$ cat src/rtl/project_types_pkg.sv
// Shared pipeline types and constants for the MIPS core.
// Provides instruction/address types, fetch FSM states and ROM enable levels.
package project_types;

  localparam int PKG_ADDR_W = 32;
  localparam int PC_STEP    = 4;

  typedef logic [31:0]           inst_data_t;
  typedef logic [PKG_ADDR_W-1:0] addr_t;

  localparam logic CHIP_ENABLE  = 1'b1;
  localparam logic CHIP_DISABLE = 1'b0;

  typedef enum logic {
    BOOT = 1'b0,
    RUN  = 1'b1
  } fetch_state_e;

endpackage

$ cat src/rtl/inst_fetch_if_id_reg.sv
// IF/ID pipeline register: flush squashes, stall holds, boot inserts a bubble.
module if_id_reg
  import project_types::*;
#(
  parameter int ADDR_W = 32
) (
  input  logic              clk,
  input  logic              rst,
  input  logic              i_boot,
  input  logic              i_flush,
  input  logic              i_stall,
  input  logic [ADDR_W-1:0] i_pc,
  input  inst_data_t        i_inst,
  output logic [ADDR_W-1:0] o_id_pc,
  output inst_data_t        o_id_inst,
  output logic              o_id_valid
);

  logic [ADDR_W-1:0] r_id_pc;
  inst_data_t        r_id_inst;
  logic              r_id_valid;

  // Boot is checked first so flush/stall cannot act before the first fetch.
  always_ff @(posedge clk) begin
    if (rst) begin
      r_id_pc    <= '0;
      r_id_inst  <= '0;
      r_id_valid <= 1'b0;
    end else if (i_boot) begin
      r_id_inst  <= '0;
      r_id_valid <= 1'b0;
    end else if (i_flush) begin
      r_id_pc    <= '0;
      r_id_inst  <= '0;
      r_id_valid <= 1'b0;
    end else if (!i_stall) begin
      r_id_pc    <= i_pc;
      r_id_inst  <= i_inst;
      r_id_valid <= 1'b1;
    end
  end

  assign o_id_pc    = r_id_pc;
  assign o_id_inst  = r_id_inst;
  assign o_id_valid = r_id_valid;

endmodule

$ cat src/rtl/inst_fetch.sv
// MIPS instruction-fetch stage: PC/next-PC logic, ROM drive, IF/ID capture.
// Optional macro INST_FETCH_PERF_EN adds saturating fetch/stall counters.
module inst_fetch
  import project_types::*;
#(
  parameter int                 ADDR_W   = 32,
  parameter logic [ADDR_W-1:0]  RESET_PC = '0
) (
  input  logic              clk,
  input  logic              rst,
  input  logic              stall,
  input  logic              flush,
  input  logic [ADDR_W-1:0] flush_pc,
  input  logic              branch_taken,
  input  logic [ADDR_W-1:0] branch_target,
  output logic              inst_en,
  output logic [ADDR_W-1:0] inst_addr,
  input  inst_data_t        inst_data,
  output logic [ADDR_W-1:0] id_pc,
  output inst_data_t        id_inst,
  output logic              id_valid
`ifdef INST_FETCH_PERF_EN
  ,
  output logic [31:0]       perf_fetch_cnt,
  output logic [31:0]       perf_stall_cnt
`endif
);

  fetch_state_e      r_state;
  fetch_state_e      w_state_next;
  logic [ADDR_W-1:0] r_pc;
  logic [ADDR_W-1:0] r_pend_target;
  logic              r_pend_valid;
  logic              w_run;
  logic [ADDR_W-1:0] w_branch_aligned;
  logic [ADDR_W-1:0] w_flush_aligned;

  always_ff @(posedge clk) begin
    if (rst) r_state <= BOOT;
    else     r_state <= w_state_next;
  end

  always_comb begin
    w_state_next = r_state;
    inst_en      = CHIP_DISABLE;
    case (r_state)
      BOOT: w_state_next = RUN;
      RUN: begin
        w_state_next = RUN;
        inst_en      = CHIP_ENABLE;
      end
      default: w_state_next = BOOT;
    endcase
  end

  assign w_run            = (r_state == RUN);
  assign w_branch_aligned = {branch_target[ADDR_W-1:2], 2'b00};
  assign w_flush_aligned  = {flush_pc[ADDR_W-1:2], 2'b00};

  // A fresh branch outranks a pending one; either way the pending slot empties.
  always_ff @(posedge clk) begin
    if (rst) begin
      r_pc          <= RESET_PC;
      r_pend_target <= '0;
      r_pend_valid  <= 1'b0;
    end else if (w_run) begin
      if (flush) begin
        r_pc         <= w_flush_aligned;
        r_pend_valid <= 1'b0;
      end else if (stall) begin
        if (branch_taken) begin
          r_pend_target <= w_branch_aligned;
          r_pend_valid  <= 1'b1;
        end
      end else if (branch_taken) begin
        r_pc         <= w_branch_aligned;
        r_pend_valid <= 1'b0;
      end else if (r_pend_valid) begin
        r_pc         <= r_pend_target;
        r_pend_valid <= 1'b0;
      end else begin
        r_pc <= r_pc + ADDR_W'(PC_STEP);
      end
    end
  end

  assign inst_addr = r_pc;

  if_id_reg #(
    .ADDR_W(ADDR_W)
  ) u_if_id (
    .clk       (clk),
    .rst       (rst),
    .i_boot    (!w_run),
    .i_flush   (flush),
    .i_stall   (stall),
    .i_pc      (r_pc),
    .i_inst    (inst_data),
    .o_id_pc   (id_pc),
    .o_id_inst (id_inst),
    .o_id_valid(id_valid)
  );

`ifdef INST_FETCH_PERF_EN
  logic [31:0] r_fetch_cnt;
  logic [31:0] r_stall_cnt;

  always_ff @(posedge clk) begin
    if (rst) begin
      r_fetch_cnt <= '0;
      r_stall_cnt <= '0;
    end else if (w_run) begin
      if (!flush && !stall && (r_fetch_cnt != 32'hFFFF_FFFF))
        r_fetch_cnt <= r_fetch_cnt + 32'd1;
      if (!flush && stall && (r_stall_cnt != 32'hFFFF_FFFF))
        r_stall_cnt <= r_stall_cnt + 32'd1;
    end
  end

  assign perf_fetch_cnt = r_fetch_cnt;
  assign perf_stall_cnt = r_stall_cnt;
`endif

endmodule

$ cat config.mk
export PLATFORM = sky130hd
export DESIGN_NAME = inst_fetch
export DESIGN_NICKNAME = d
export VERILOG_FILES = /design/src/rtl/project_types_pkg.sv /design/src/rtl/inst_fetch_if_id_reg.sv /design/src/rtl/inst_fetch.sv
export SDC_FILE = /design/constraint.sdc
export NUM_CORES = 1
export LEC_CHECK = 0
export CELL_PAD_IN_SITES_DETAIL_PLACEMENT = 0
export CELL_PAD_IN_SITES_GLOBAL_PLACEMENT = 1
export CORE_MARGIN = 4
export CORE_UTILIZATION = 37
export CTS_BUF_LIST = sky130_fd_sc_hd__clkbuf_2
export DETAILED_ROUTE_END_ITERATION = 10
export PLACE_DENSITY = 0.95
export SYNTH_ARGS = -nofsm -noshare
export SYNTH_HDL_FRONTEND = slang
export SYNTH_HIERARCHICAL = 1
export SYNTH_SLANG_ARGS = --single-unit
$ cat constraint.sdc
create_clock -name clk -period 5.6 [get_ports clk]
set_clock_uncertainty 0.2 [all_clocks]
set_input_delay 0.84 -clock clk [delete_from_list [all_inputs] [get_ports clk]]
set_output_delay 0.84 -clock clk [all_outputs]
set_load 0.01 [all_outputs]
==> metrics, run 1 <==
status complete, no violations; CTS sink cnt 127; grt ovf 0; synth warn 6; Ports 199; CTS tree built; flops & latches, synth 127; GR Util met1 30.4%; setup TNS 0 ns; Post-synth EDFFs 0; via count 6246; CP Cell Sequence clkdlybuf4s50_1; Initial DRT Pass Iterations 7; ys flop type dfxtp_1; FFs w/ async S/R, synth 0%; Hold-fix buffers, CTS 0; critical path arrival 1.99 ns; post-synthesis sequential area ratio 41.9%; pwr dens 231 mW/mm2; clock latency on the worst-skew pair 0.68 ns; cell count after synthesis 764; Clock transition at path regs 0.20 ns; Clock Path Buffers 2; met2 usage 32.1%; crit-path max FO 10; area grow syn2layout 37.5%; Critical-path top delay cell dfxtp_1; mapped cell area 0.00606 mm2; post-cts sizing count 0; Setup crit end kind output port; M3 GR Usage 5.51%; overall die height 136 um; critical path's top delay family flip-flops; CTS H-tree depth 4; First DRT Iteration DRCs 469; DRT antenna net count 0; crit path launch type register; Worst Setup Path Type reg -> out; Via density 5.40; Fin Hold WS 0.262 ns; Peak VDD IR 0.0987 mV; Die W 136 um; # port buffers 192; hold crit path type reg -> reg; post-DP HPWL 14900 um; top-count cell post-synth nand2_1; RSZ-0062 raised after global routing false; synth top area cells dfxtp_1, nand2_1, a21oi_1; CORE AREA 0.0160 mm2; Fill cells 1597; number of nets in the layout 1029; die area 0.0185 mm2; diode count 0; Avg Inst Size Synth 7.94 um2; final worst path period need 3.03 ns; final cycle utilization of the critical path 54.2%; post-synth top area share 41.9%; layer with the highest usage met2; first-pass GRT wire length 31600 um; Slew HR 25.5%; vias in the first global route 5760; max-cap violations 0; synth unique cells 63; Initial Util 37.9%; post-DR wirelength/cell 18.0 um; DRC Markers 0; Synth area leader dfxtp_1; Max Clock Freq 0.330 GHz; Worst-Margin Slew 1.12 ns; initial antenna violation count 0; num rows 46; fin. max-slew vios 0; Lkg Pwr 3.01 nW; Post-synth top cells nand2_1, dfxtp_1, a21oi_1; final hold vios 0; WL final 20800 um; share of layout cells above drive strength 1 5.74%; Setup Fix Bufs, Post-CTS 0; pin count of the biggest net entering global routing 66; Setup violations, final 0; CTS root buf clkbuf_2; crit path buf inv count 1; TritonCTS Buffers 17; CP Data Required Time 4.56 ns; GPL Wtd Cong 0.888; largest stage delay on the critical path 0.68 ns; total track usage 21.7%
-- layout make-up --
type	count	area, um2	area share, %
Clock buffer	17	85.1	1.02
Clock inverter	15	195	2.34
Inverter	13	48.8	0.585
Multi-Input combinational cell	566	3220	38.6
Sequential cell	127	2540	30.5
Tap cell	216	270	3.24
Timing Repair Buffer	202	1980	23.7
-- cells by family after synthesis --
group                    count (synthesis)  share of synthesized area [%]
AND/OR/NAND/NOR                        274                           21.3
AO/OA/AOI/OAI                          240                           23.6
flip-flops                             127                           41.9
buffers and inverters                   74                           5.36
multiplexers                            37                           6.11
XOR/XNOR                                10                           1.44
adder cells (fa/ha/maj)                  1                          0.206
other                                    1                         0.0618
-- sequential cells by signal (all words and copies together), names as in the netlist --
name and count:
r_state 1, u_if_id/o_id_valid 1, inst_addr 30, u_if_id/o_id_pc 32, u_if_id/o_id_inst 32, r_pend_target 30
r_pend_valid 1
-- power by group --
group | leakage (nW) | total (mW) | switching, mW | internal [mW]
Clock | 0.152 | 0.655 | 0.365 | 0.290
Sequential | 1.03 | 0.973 | 0.0417 | 0.931
Combinational | 1.83 | 0.296 | 0.146 | 0.149
-- final timing paths --
| path | startpoint | to | slack [ns] | cells after the start |
|---|---|---|---|---|
| min | u_if_id/o_id_valid | u_if_id/o_id_valid | 0.26 | 2 |
| max reg2reg | inst_addr[2] | inst_addr[28] | 2.96 | 6 |
| max | inst_addr[8] | inst_addr[8] | 2.57 | 1 |
| min reg2reg | u_if_id/o_id_valid | u_if_id/o_id_valid | 0.26 | 2 |
-- metrics by stage --
stage / std cells / util, % / setup WS, ns / total power [mW] / instance area, um2
global placement: 1124 / 50.4 / 2.38 / 1.28 / 8060
global route: 1156 / 52.1 / 2.46 / 2.01 / 8340
detailed placement: 1124 / 50.4 / 2.34 / 1.28 / 8060
CTS: 1156 / 52.1 / 2.51 / 1.94 / 8340
finish: 1156 / 52.1 / 2.57 / 1.92 / 8340
floorplan: 767 / - / 3.26 / 1.12 / 6080
-- per-layer routing --
layer	share of wire (%)	vias up
li1	-	3033
met1	45	2867
met2	43	308
met3	9.7	38
met4	2.7	0
met5	0	-
-- placed cells by master, fill, tap and decap left out, types with 6 or more instances in the layout --
cell type / count
buf_4: 10
o21ai_1: 12
nor3_1: 8
dfxtp_1: 127
nand2_1: 140
o221ai_1: 9
mux2i_1: 37
a22oi_1: 8
nand4_1: 11
nand2b_1: 12
o31ai_1: 7
clkbuf_2: 17
nor2_1: 49
o311ai_0: 7
xor2_1: 8
clkdlybuf4s50_1: 188
a221oi_1: 7
o21ai_0: 61
a21oi_1: 92
nand3_1: 13
inv_1: 11
a22o_1: 6
a21o_1: 10
No activity file was read; power rests on OpenSTA's default activity.
==> run 2, diff against run 1 <==
Settings changed: CORE_UTILIZATION 37 to 31, PLACE_DENSITY 0.95 to 0.86.
Clock period 5.6 ns to 2.7 ns, I/O delays scaled along.
==> metrics, run 2 (synthesized netlist as in run 1, its figures left out) <==
FF-to-FF Start inst_addr[3]; vias in the first global route 5910; Post-Place Cell Area 0.00824 mm2; Fin Hold WS 0.0604 ns; largest stage delay on the critical path 0.65 ns; post-DR wirelength/cell 17.6 um; CP Data Required Time 2.10 ns; critical path's top delay family buffers and inverters; first-pass GRT wire length 33700 um; via count 6256; Via density 5.06; die area 0.0219 mm2; endpoint with the worst hold slack r_pend_target[28]; overall die height 148 um; multi-input logic area 0.00322 mm2; final worst path period need 2.58 ns; critical path arrival 1.97 ns; M3 GR Usage 5.67%; CTS root buf clkbuf_2; post-DP HPWL 15800 um; post-route insts no fill 1236; Post-Place Cells 1184; status complete, no violations; GR Util met1 26.6%; fin util 46.1%; TritonCTS Buffers 17; CTS sink cnt 127; Register Area 0.00254 mm2; Peak VDD IR 0.208 mV; Hold Path Depth 3; Setup crit end kind output port; clock latency on the worst-skew pair 0.72 ns; pwr dens 475 mW/mm2; Setup violations, final 0; crit-path max FO 9; setup TNS 0 ns; GPL Wtd Cong 0.835; DRT antenna net count 0; layer with the highest usage met2; First DRT Iteration DRCs 453; RSZ-0062 raised after global routing false; Clock Path Buffers 2; final cycle utilization of the critical path 95.4%; HP Start branch_target[28]; area grow syn2layout 44.2%; Critical-path top delay cell clkdlybuf4s50_1; # port buffers 192; leading cell type in the layout, fill and taps excluded clkdlybuf4s50_1; fin. max-slew vios 0; CORE AREA 0.0190 mm2; R2R cell count 6; Worst-Margin Slew 0.953 ns; Die W 148 um; worst flop-to-flop path endpoint inst_addr[20]; final hold vios 0; share of layout cells above drive strength 1 7.18%; CTS H-tree depth 4; Max Clock Freq 0.388 GHz; total track usage 19.4%; Clock transition at path regs 0.22 ns; grt ovf 0; CTS tree built; Ports 199; hold crit path type in -> reg; Lkg Pwr 3.19 nW; initial antenna violation count 1; WL final 21700 um; fin area 0.00874 mm2; crit path buf inv count 1; DRC Markers 0; most frequent cells in the layout clkdlybuf4s50_1, nand2_1, dfxtp_1, a21oi_1, o21ai_0; Fill cells 1880; Worst Setup Path Type reg -> out; Initial Util 32.0%; num rows 50; max-cap violations 0; pin count of the biggest net entering global routing 65; Slew HR 36.4%; number of nets in the layout 1064; crit path launch type register; Worst R2R Setup Slack 0.35 ns; Setup Fix Bufs, Post-CTS 0; CP Cell Sequence clkdlybuf4s50_1; Initial DRT Pass Iterations 6; met2 usage 30.5%
## run 2: what timing repair did
action                                  CTS  global route
resized for setup                         0             1
hold buffers                             19             0
endpoints found under the setup margin    0             1
endpoints found under the hold margin    23             0
## run 2: stage by stage
stage / power [mW] / setup slack [ns]
4_1_cts: 4.19 / 0.0253
3_3_place_gp: 2.68 / 0.397
6_report: 4.15 / 0.123
2_1_floorplan: 2.32 / 0.534
3_5_place_dp: 2.69 / 0.382
5_1_grt: 4.33 / 0.00651
## run 2: where the power goes
part | total (mW) | switching [mW] | internal, mW
sequential | 2.01 | 0.0771 | 1.93
combinational | 0.666 | 0.324 | 0.342
clock | 1.48 | 0.783 | 0.698
## run 2: metal layers
layer / share of wire (%) / vias to the layer above
li1: - / 3108
met1: 46 / 2862
met2: 45 / 269
met3: 8.4 / 17
met4: 1.0 / 0
met5: 0 / -
## run 2: final cells by class
class                           instances  share of cell area, %
Clock inverter                         15                   2.50
Tap cell                              260                   3.72
Timing Repair Buffer                  237                   26.3
Inverter                               13                  0.558
Sequential cell                       127                   29.1
Antenna cell                            1                 0.0286
Multi-Input combinational cell        566                   36.8
Clock buffer                           17                  0.973
## run 2: how the worst max path moves through the flow
stage,startpoint,endpoint,slack [ns],cells past startpoint
after floorplan,inst_addr[2],inst_addr[20],0.53,6
after global placement,inst_addr[3],inst_addr[20],0.40,6
after detailed placement,inst_addr[3],inst_addr[20],0.38,6
after CTS,inst_addr[8],inst_addr[8],0.03,1
after global routing,inst_addr[12],inst_addr[12],0.007,1
final,inst_addr[11],inst_addr[11],0.12,1
==> run 3, diff against run 2 <==
Settings changed: PLACE_DENSITY 0.86 to 0.78.
==> metrics, run 3 (synthesized netlist as in run 1, its figures left out) <==
Max Clock Freq 0.390 GHz; Worst Setup Path Type reg -> out; DRC Markers 0; final worst path period need 2.56 ns; fin. max-slew vios 0; WL final 21500 um; crit path launch type register; Slew HR 58.2%; Via density 5.03; Worst-Margin Slew 0.619 ns; number of nets in the layout 1069; Ports 199; CORE AREA 0.0190 mm2; Lkg Pwr 3.23 nW; # port buffers 192; status complete, no violations; pwr dens 484 mW/mm2; Worst Setup SP inst_addr[12]; post-DP HPWL 16000 um; Register Area 0.00254 mm2; initial antenna violation count 1; Setup crit end kind output port; grt ovf 0; total track usage 19.4%; Peak VDD IR 0.210 mV; most frequent cells in the layout clkdlybuf4s50_1, nand2_1, dfxtp_1, a21oi_1, o21ai_0; DRT antenna net count 0; num rows 50; GPL Wtd Cong 0.837; final hold vios 0; R2R cell count 6; TritonCTS Buffers 17; Post-Place Cell Area 0.00832 mm2; crit-path max FO 9; Initial Util 32.0%; multi-input logic area 0.00322 mm2; overall die height 148 um; Fill cells 1930; RSZ-0062 raised after global routing false; worst flop-to-flop path endpoint inst_addr[18]; crit path buf inv count 1; share of layout cells above drive strength 1 8.47%; CTS H-tree depth 4; Clock transition at path regs 0.19 ns; Worst R2R Setup Slack 0.47 ns; max-cap violations 0; total power 4.25 mW; final cycle utilization of the critical path 94.9%; CTS tree built; clock latency on the worst-skew pair 0.71 ns; CP Cell Sequence clkdlybuf4s50_1; critical path arrival 1.96 ns; Fin Hold WS 0.0640 ns; pin count of the biggest net entering global routing 42; Setup WS pre-CTS 0.443 ns; die area 0.0219 mm2; fin area 0.00877 mm2; CTS root buf clkbuf_2; Die W 148 um; Critical-path top delay cell clkdlybuf4s50_1; First DRT Iteration DRCs 442; CP Data Required Time 2.10 ns; Setup Fix Bufs, Post-CTS 0; hold crit path type in -> reg; via count 6241; Clock Path Buffers 2; post-DR wirelength/cell 17.3 um; Initial DRT Pass Iterations 5; Setup violations, final 0; setup ws final 0.139 ns; vias in the first global route 5991; first-pass GRT wire length 33800 um; critical path's top delay family buffers and inverters; CTS sink cnt 127; Critical Path End inst_addr[12]; setup TNS 0 ns; FF-to-FF Start inst_addr[3]; area grow syn2layout 44.7%; largest stage delay on the critical path 0.65 ns; Stages on worst setup path 1; leading cell type in the layout, fill and taps excluded clkdlybuf4s50_1
-- run 3: changes by cell type in the layout (fill, tap and decap cells not counted), sizes merged --
cell,before,now
buf,30,42
dlygate4sd3,19,12
clkinv,9,5
bufinv,5,6
clkbuf,17,18
clkinvlp,2,3
inv,12,13
-- run 3: layout make-up --
class                   instances  share of cell area (%)
diodes                          1                  0.0285
clock buffers                  18                    1.03
well taps                     260                    3.71
repair buffers                242                    26.3
flip-flops and latches        127                    29.0
clock inverters                14                    2.72
multi-input cells             566                    36.7
inverters                      13                   0.556
-- run 3: worst min-delay path by stage --
stage / start / endpoint / depth (start not counted)
final: branch_target[26] / r_pend_target[26] / 3
after global routing: inst_data[13] / u_if_id/o_id_inst[13] / 3
after floorplan: r_pend_target[9] / r_pend_target[9] / 2
after detailed placement: u_if_id/o_id_valid / u_if_id/o_id_valid / 2
after CTS: inst_data[29] / u_if_id/o_id_inst[29] / 3
after global placement: u_if_id/o_id_valid / u_if_id/o_id_valid / 2
-- run 3: through the flow --
step,util [%],std cells
6_report,46.3,1241
5_1_grt,46.3,1241
4_1_cts,46.2,1238
3_5_place_dp,43.9,1196
3_3_place_gp,43.9,1196
2_1_floorplan,-,767
-- run 3: what timing repair did --
| item | CTS | global route |
|---|---|---|
| hold buffers | 10 | 2 |
| resized for setup | 0 | 1 |
| endpoints found under the hold margin | 33 | 2 |
| setup endpoints to repair | 0 | 1 |
-- run 3: per-layer routing --
layer	wire, um	track usage (%)
met2	9540	29.4
met4	250	5.50
met5	0	0
met1	10100	27.5
met3	1650	4.63
-- run 3: power breakdown --
| part | switching (mW) | total, mW | internal (mW) |
|---|---|---|---|
| Clock | 0.772 | 1.57 | 0.798 |
| Sequential | 0.0688 | 2.00 | 1.93 |
| Combinational | 0.331 | 0.678 | 0.347 |
| Total | 1.17 | 4.25 | 3.08 |
